$ cat src/rtl/axi_lite_pkg.sv
// Shared AXI4-Lite types and response codes.
// Used by both the single-beat master and the register bank slave.
package axi_lite_pkg;

    typedef logic [1:0] axi_resp_t;

    localparam axi_resp_t RESP_OKAY   = 2'b00;
    localparam axi_resp_t RESP_EXOKAY = 2'b01;
    localparam axi_resp_t RESP_SLVERR = 2'b10;
    localparam axi_resp_t RESP_DECERR = 2'b11;

    localparam int AXI_DATA_W = 32;
    localparam int AXI_STRB_W = AXI_DATA_W / 8;

endpackage

$ cat src/rtl/axi_lite_reg_array.sv
// Register storage with byte-strobe write port and asynchronous read.
// Entry 0 is never stored; it always reflects the hardware status word.
module axi_lite_reg_array
    import axi_lite_pkg::*;
#(
    parameter int NUM_REGS = 16,
    parameter int IDXW     = $clog2(NUM_REGS)
) (
    input  logic                           clk,
    input  logic                           rst,
    input  logic                           i_we,
    input  logic [IDXW-1:0]                i_widx,
    input  logic [AXI_DATA_W-1:0]          i_wdata,
    input  logic [AXI_STRB_W-1:0]          i_wstrb,
    input  logic [IDXW-1:0]                i_ridx,
    input  logic [AXI_DATA_W-1:0]          i_status,
    output logic [AXI_DATA_W-1:0]          o_rdata,
    output logic [NUM_REGS*AXI_DATA_W-1:0] o_regs
);

    logic [AXI_DATA_W-1:0] r_mem [NUM_REGS];

    always_ff @(posedge clk or posedge rst) begin
        if (rst) begin
            for (int k = 0; k < NUM_REGS; k++) begin
                r_mem[k] <= '0;
            end
        end else if (i_we && (i_widx != '0)) begin
            for (int b = 0; b < AXI_STRB_W; b++) begin
                if (i_wstrb[b]) begin
                    r_mem[i_widx][8*b +: 8] <= i_wdata[8*b +: 8];
                end
            end
        end
    end

    assign o_rdata = (i_ridx == '0) ? i_status : r_mem[i_ridx];

    always_comb begin
        o_regs = '0;
        o_regs[AXI_DATA_W-1:0] = i_status;
        for (int k = 1; k < NUM_REGS; k++) begin
            o_regs[k*AXI_DATA_W +: AXI_DATA_W] = r_mem[k];
        end
    end

endmodule

$ cat src/rtl/axi_lite_slave_regbank.sv
// AXI4-Lite slave terminating AW/W/B and AR/R against a register array.
// Register 0 is read-only hardware status; the rest are R/W control.
module axi_lite_slave_regbank
    import axi_lite_pkg::*;
#(
    parameter int ADDR_WIDTH = 32,
    parameter int DATA_WIDTH = 32,
    parameter int NUM_REGS   = 16
) (
    input  logic                           clk,
    input  logic                           rst,
    input  logic [ADDR_WIDTH-1:0]          S_AXI_AWADDR,
    input  logic                           S_AXI_AWVALID,
    output logic                           S_AXI_AWREADY,
    input  logic [DATA_WIDTH-1:0]          S_AXI_WDATA,
    input  logic [3:0]                     S_AXI_WSTRB,
    input  logic                           S_AXI_WVALID,
    output logic                           S_AXI_WREADY,
    output logic [1:0]                     S_AXI_BRESP,
    output logic                           S_AXI_BVALID,
    input  logic                           S_AXI_BREADY,
    input  logic [ADDR_WIDTH-1:0]          S_AXI_ARADDR,
    input  logic                           S_AXI_ARVALID,
    output logic                           S_AXI_ARREADY,
    output logic [DATA_WIDTH-1:0]          S_AXI_RDATA,
    output logic [1:0]                     S_AXI_RRESP,
    output logic                           S_AXI_RVALID,
    input  logic                           S_AXI_RREADY,
    input  logic [DATA_WIDTH-1:0]          status_i,
    output logic [NUM_REGS*DATA_WIDTH-1:0] regs_o
);

    localparam int IDXW = $clog2(NUM_REGS);

    logic            r_bvalid;
    axi_resp_t       r_bresp;
    logic            r_rvalid;
    axi_resp_t       r_rresp;
    logic [DATA_WIDTH-1:0] r_rdata;

    logic            w_aw_hs;
    logic            w_ar_hs;
    logic            w_wr_inrng;
    logic            w_rd_inrng;
    logic [IDXW-1:0] w_widx;
    logic [IDXW-1:0] w_ridx;
    logic            w_wr_ok;
    logic [DATA_WIDTH-1:0] w_arr_rdata;

    assign w_widx     = S_AXI_AWADDR[IDXW+1:2];
    assign w_ridx     = S_AXI_ARADDR[IDXW+1:2];
    assign w_wr_inrng = (S_AXI_AWADDR >> (IDXW + 2)) == '0;
    assign w_rd_inrng = (S_AXI_ARADDR >> (IDXW + 2)) == '0;
    assign w_wr_ok    = w_wr_inrng && (w_widx != '0);

    // AW and W are only ever accepted together, one write in flight.
    assign w_aw_hs = S_AXI_AWVALID & S_AXI_WVALID & ~r_bvalid;
    assign w_ar_hs = S_AXI_ARVALID & ~r_rvalid;

    assign S_AXI_AWREADY = w_aw_hs;
    assign S_AXI_WREADY  = w_aw_hs;
    assign S_AXI_ARREADY = ~r_rvalid;

    axi_lite_reg_array #(
        .NUM_REGS (NUM_REGS),
        .IDXW     (IDXW)
    ) u_array (
        .clk      (clk),
        .rst      (rst),
        .i_we     (w_aw_hs & w_wr_ok),
        .i_widx   (w_widx),
        .i_wdata  (S_AXI_WDATA),
        .i_wstrb  (S_AXI_WSTRB),
        .i_ridx   (w_ridx),
        .i_status (status_i),
        .o_rdata  (w_arr_rdata),
        .o_regs   (regs_o)
    );

    always_ff @(posedge clk or posedge rst) begin
        if (rst) begin
            r_bvalid <= 1'b0;
            r_bresp  <= RESP_OKAY;
        end else if (w_aw_hs) begin
            r_bvalid <= 1'b1;
            r_bresp  <= w_wr_ok ? RESP_OKAY : RESP_SLVERR;
        end else if (S_AXI_BREADY) begin
            r_bvalid <= 1'b0;
        end
    end

    // Array read is taken before any same-edge write lands.
    always_ff @(posedge clk or posedge rst) begin
        if (rst) begin
            r_rvalid <= 1'b0;
            r_rresp  <= RESP_OKAY;
            r_rdata  <= '0;
        end else if (w_ar_hs) begin
            r_rvalid <= 1'b1;
            r_rresp  <= w_rd_inrng ? RESP_OKAY : RESP_SLVERR;
            r_rdata  <= w_rd_inrng ? w_arr_rdata : '0;
        end else if (S_AXI_RREADY) begin
            r_rvalid <= 1'b0;
        end
    end

    assign S_AXI_BVALID = r_bvalid;
    assign S_AXI_BRESP  = r_bresp;
    assign S_AXI_RVALID = r_rvalid;
    assign S_AXI_RRESP  = r_rresp;
    assign S_AXI_RDATA  = r_rdata;

endmodule

$ cat config.mk
export PLATFORM = sky130hd
export DESIGN_NAME = axi_lite_slave_regbank
export DESIGN_NICKNAME = d
export VERILOG_FILES = /design/src/rtl/axi_lite_pkg.sv /design/src/rtl/axi_lite_reg_array.sv /design/src/rtl/axi_lite_slave_regbank.sv
export SDC_FILE = /design/constraint.sdc
export NUM_CORES = 1
export LEC_CHECK = 0
export CAP_MARGIN = 20
export CORE_AREA = 4 4 263 265
export CTS_CLUSTER_DIAMETER = 80
export DETAILED_ROUTE_END_ITERATION = 10
export DIE_AREA = 0 0 267 269
export PLACE_DENSITY = 0.73
export SYNTH_ARGS = -nofsm -noshare
export SYNTH_HDL_FRONTEND = slang
export SYNTH_SLANG_ARGS = --single-unit
$ cat constraint.sdc
create_clock -name clk -period 20.1 [get_ports clk]
set_input_delay 6.03 -clock clk [delete_from_list [all_inputs] [get_ports clk]]
set_output_delay 6.03 -clock clk [all_outputs]
set_load 0.02 [all_outputs]
==> impl_metrics.env <==
export IMPL_drt_wl_total_mm=94.9
export IMPL_cts_repair_resized=0
export IMPL_drtIter0Drc=1202
export IMPL_routed_via_count=17600
export IMPL_antenna_left=0
export IMPL_yosysWarnings=0
export IMPL_min_path_cells=2
export IMPL_vdd_drop_max_mv=0.0663
export IMPL_synth_cell_types=36
export IMPL_wl_per_cell_um=29.7
export IMPL_multiInputGateArea_sq_um=10900
export IMPL_gr_usage_all_layers_pct=25.6
export IMPL_critPathSlowestCell="clkdlybuf4s50_1"
export IMPL_drive_above_1_share_pct=32.1
export IMPL_maxCapViolCount=0
export IMPL_avgSynthCellArea_sq_um=13.2
export IMPL_rsz0062_at_grt="no"
export IMPL_critPathMaxFanout=3
export IMPL_final_fill_count=5619
export IMPL_worstSetupEndpointType="output port"
export IMPL_fin_crit_sh_pct=66.7
export IMPL_slew_violations=0
export IMPL_dp_cells=3097
export IMPL_post_place_ws_ns=6.69
export IMPL_crit_type="primary input to output port"
export IMPL_async_reset_ff_share_pct=100
export IMPL_die_h_um=269
export IMPL_worst_pin_slew_ns=1.13
export IMPL_hold_path_endpoint="S_AXI_RDATA[9]"
export IMPL_yosys_top_cells_area="dfrtp_1 (46%), mux2_2 (18%), buf_4 (14%), mux4_2 (7.3%), nor2_8 (2.8%)"
export IMPL_place_gp_congestion=0.895
export IMPL_grt_first_pass_wirelength_mm=134
export IMPL_cts_setup_buffers=0
export IMPL_instances_no_fill=3195
export IMPL_hold_violations=0
export IMPL_ioPinCount=692
export IMPL_initial_utilization_pct=42.2
export IMPL_clockBufferDepth=3
export IMPL_synth_top_cell_area_share_pct=45.8
export IMPL_tritoncts="done"
export IMPL_dieArea_sq_um=71800
export IMPL_min_path_type="flip-flop to flip-flop"
export IMPL_skew_ns=0.0212
export IMPL_hp_start="S_AXI_RDATA[9]"
export IMPL_hpwl_mm=67.2
export IMPL_timing_reg2reg_worst_path_depth=5
export IMPL_r2r_end="u_array.o_regs[92]"
export IMPL_synth_edf_count=0
export IMPL_crit_chain="clkdlybuf4s50_1, nand3b_1, inv_1, clkdlybuf4s50_1"
export IMPL_first_pass_iters=5
export IMPL_slew_headroom_pct=24.9
export IMPL_antenna_found_initial=6
export IMPL_rows=95
export IMPL_yosys_register_bits=516
export IMPL_crit_required_ns=14.07
export IMPL_crit_arrival_ns=7.37
export IMPL_numPortBuffers=685
export IMPL_critPathLaunchType="primary input"
export IMPL_fin_util_pct=50.6
export IMPL_clk_pin_slew_worst_paths_ns=0.05
export IMPL_grt_max_degree=80
export IMPL_status="complete, no violations"
export IMPL_drc=0
export IMPL_clkSinkCount=516
export IMPL_nNetsFinal=2424
export IMPL_final_area_sq_um=33800
export IMPL_die_x_um=267
export IMPL_syn_area_sq_um=28200
export IMPL_yosysTopAreaCell="dfrtp_1"
export IMPL_path_common_cell="clkdlybuf4s50_1"
export IMPL_post_dp_cell_area_sq_um=32000
export IMPL_seq_area_sq_um=12900
export IMPL_fin_setup_tns_ns=0
export IMPL_min_period_ns=13.40
export IMPL_worst_slack_ns=6.70
export IMPL_grt_pass1_vias=18800
export IMPL_synth_ff_type="dfrtp_1"
export IMPL_core_sq_um=66800
export IMPL_ys_seq_area_share_pct=45.8
export IMPL_setup_viol=0
export IMPL_cts_root_buf="clkbuf_16"
export IMPL_p_per_area_nw_per_um2=64.7
export IMPL_hold_buffers=0
export IMPL_rrSetupSlack_ns=16.70
export IMPL_synthToLayoutAreaGrowth_pct=19.8
export IMPL_worstReg2RegStart="S_AXI_BVALID"
export IMPL_overflow=0
export IMPL_cts_buffers=57
export IMPL_crit_path_max_incr_delay_ns=0.65
export IMPL_worstSkewPairLatency_ns=0.60
export IMPL_syn_inst=2132
export IMPL_vias_per_cell=5.50
export IMPL_cts_htree_levels=2
export IMPL_fmax_mhz=74.6
export IMPL_p_leak_uw=0.0158
## placed cells by master, fill, tap and decap left out, types with 2 or more instances in the layout
cell	n
mux4_2	92
clkbuf_1	16
and2_1	29
clkinv_2	2
a221oi_1	4
or4_1	2
clkinvlp_4	4
mux2_2	448
nor4_1	11
buf_12	2
nor2b_1	6
conb_1	2
mux2i_1	68
clkdlybuf4s50_1	681
a211oi_1	56
or4_2	5
inv_1	12
nand4_1	3
o21ai_0	6
dfrtp_1	516
buf_4	21
nor2_8	40
mux2_4	32
o22ai_1	4
buf_6	2
o31a_1	4
nand2_1	42
clkbuf_16	57
clkbuf_8	15
o41ai_1	28
nor2_1	69
nand3_1	6
a22oi_1	4
nor2_2	20
## routing by layer
layer,routed length (um),global-route usage (%)
met5,35,0
met2,46400,42.7
met3,6850,6.77
met4,4270,11.1
met1,37300,31.6
## logic make-up (layout without fill, tap and decap cells)
kind of cell           Yosys count  after routing  share of synthesized area (%)
muxes                          640            640                           29.4
DFF                            516            516                           45.8
and+or+nand+nor                239            239                           6.26
buffers and inverters          628            816                           15.6
other                            1              3                         0.0133
AOI/OAI and AO/OA              108            108                           2.97
## sequential cells by signal (all words and copies together) (netlist names)
name,cells
S_AXI_RVALID,1
S_AXI_BRESP,1
S_AXI_RRESP,1
u_array.o_regs,480
S_AXI_BVALID,1
S_AXI_RDATA,32
## worst max-delay path: cells and delay by family
family	cells	cell delay, ns
AND/OR/NAND/NOR	1	0.11
buffers and inverters	3	1.23
## layout make-up
cell class                 instances  area share [%]
sequential                       516            38.2
multi-input combinational        989            32.3
timing repair buffer             708            20.9
clock buffer                      87            4.97
tap                              873            3.23
clock inverter                     8           0.237
inverter                          13           0.156
antenna                            1         0.00741
## Yosys cell counts (all sizes together), types with 6 or more instances
master	instances
a211oi	56
and2	29
buf	543
clkbuf	72
dfrtp	516
inv	13
mux2	480
mux2i	68
mux4	92
nand2	43
nand3	6
nor2	129
nor2b	6
nor4	11
o21ai	6
o41ai	28
or4	7
## worst max path at each step
stage	from	end	slack (ns)	depth (start not counted)
2_1_floorplan	rst	S_AXI_BRESP[1]	7.06	1
3_3_place_gp	S_AXI_WVALID	S_AXI_AWREADY	6.66	4
3_5_place_dp	S_AXI_AWVALID	S_AXI_AWREADY	6.69	4
4_1_cts	S_AXI_AWVALID	S_AXI_AWREADY	6.68	4
5_1_grt	S_AXI_WVALID	S_AXI_AWREADY	6.63	4
6_report	S_AXI_WVALID	S_AXI_AWREADY	6.70	4
## stage by stage
stage | hold WS [ns] | total power [uW]
floorplan | 0.499 | 1140
global placement | 0.458 | 1200
detailed placement | 0.465 | 1210
CTS | 0.484 | 2210
global route | 0.514 | 2260
finish | 0.483 | 2180
## report_power, final
part           leakage, uW  switching (uW)  internal (uW)
sequential         0.00720           0.466           1040
clock             0.000853             418            581
combinational      0.00779            95.4           49.9
(Power assumes the default switching activity.)
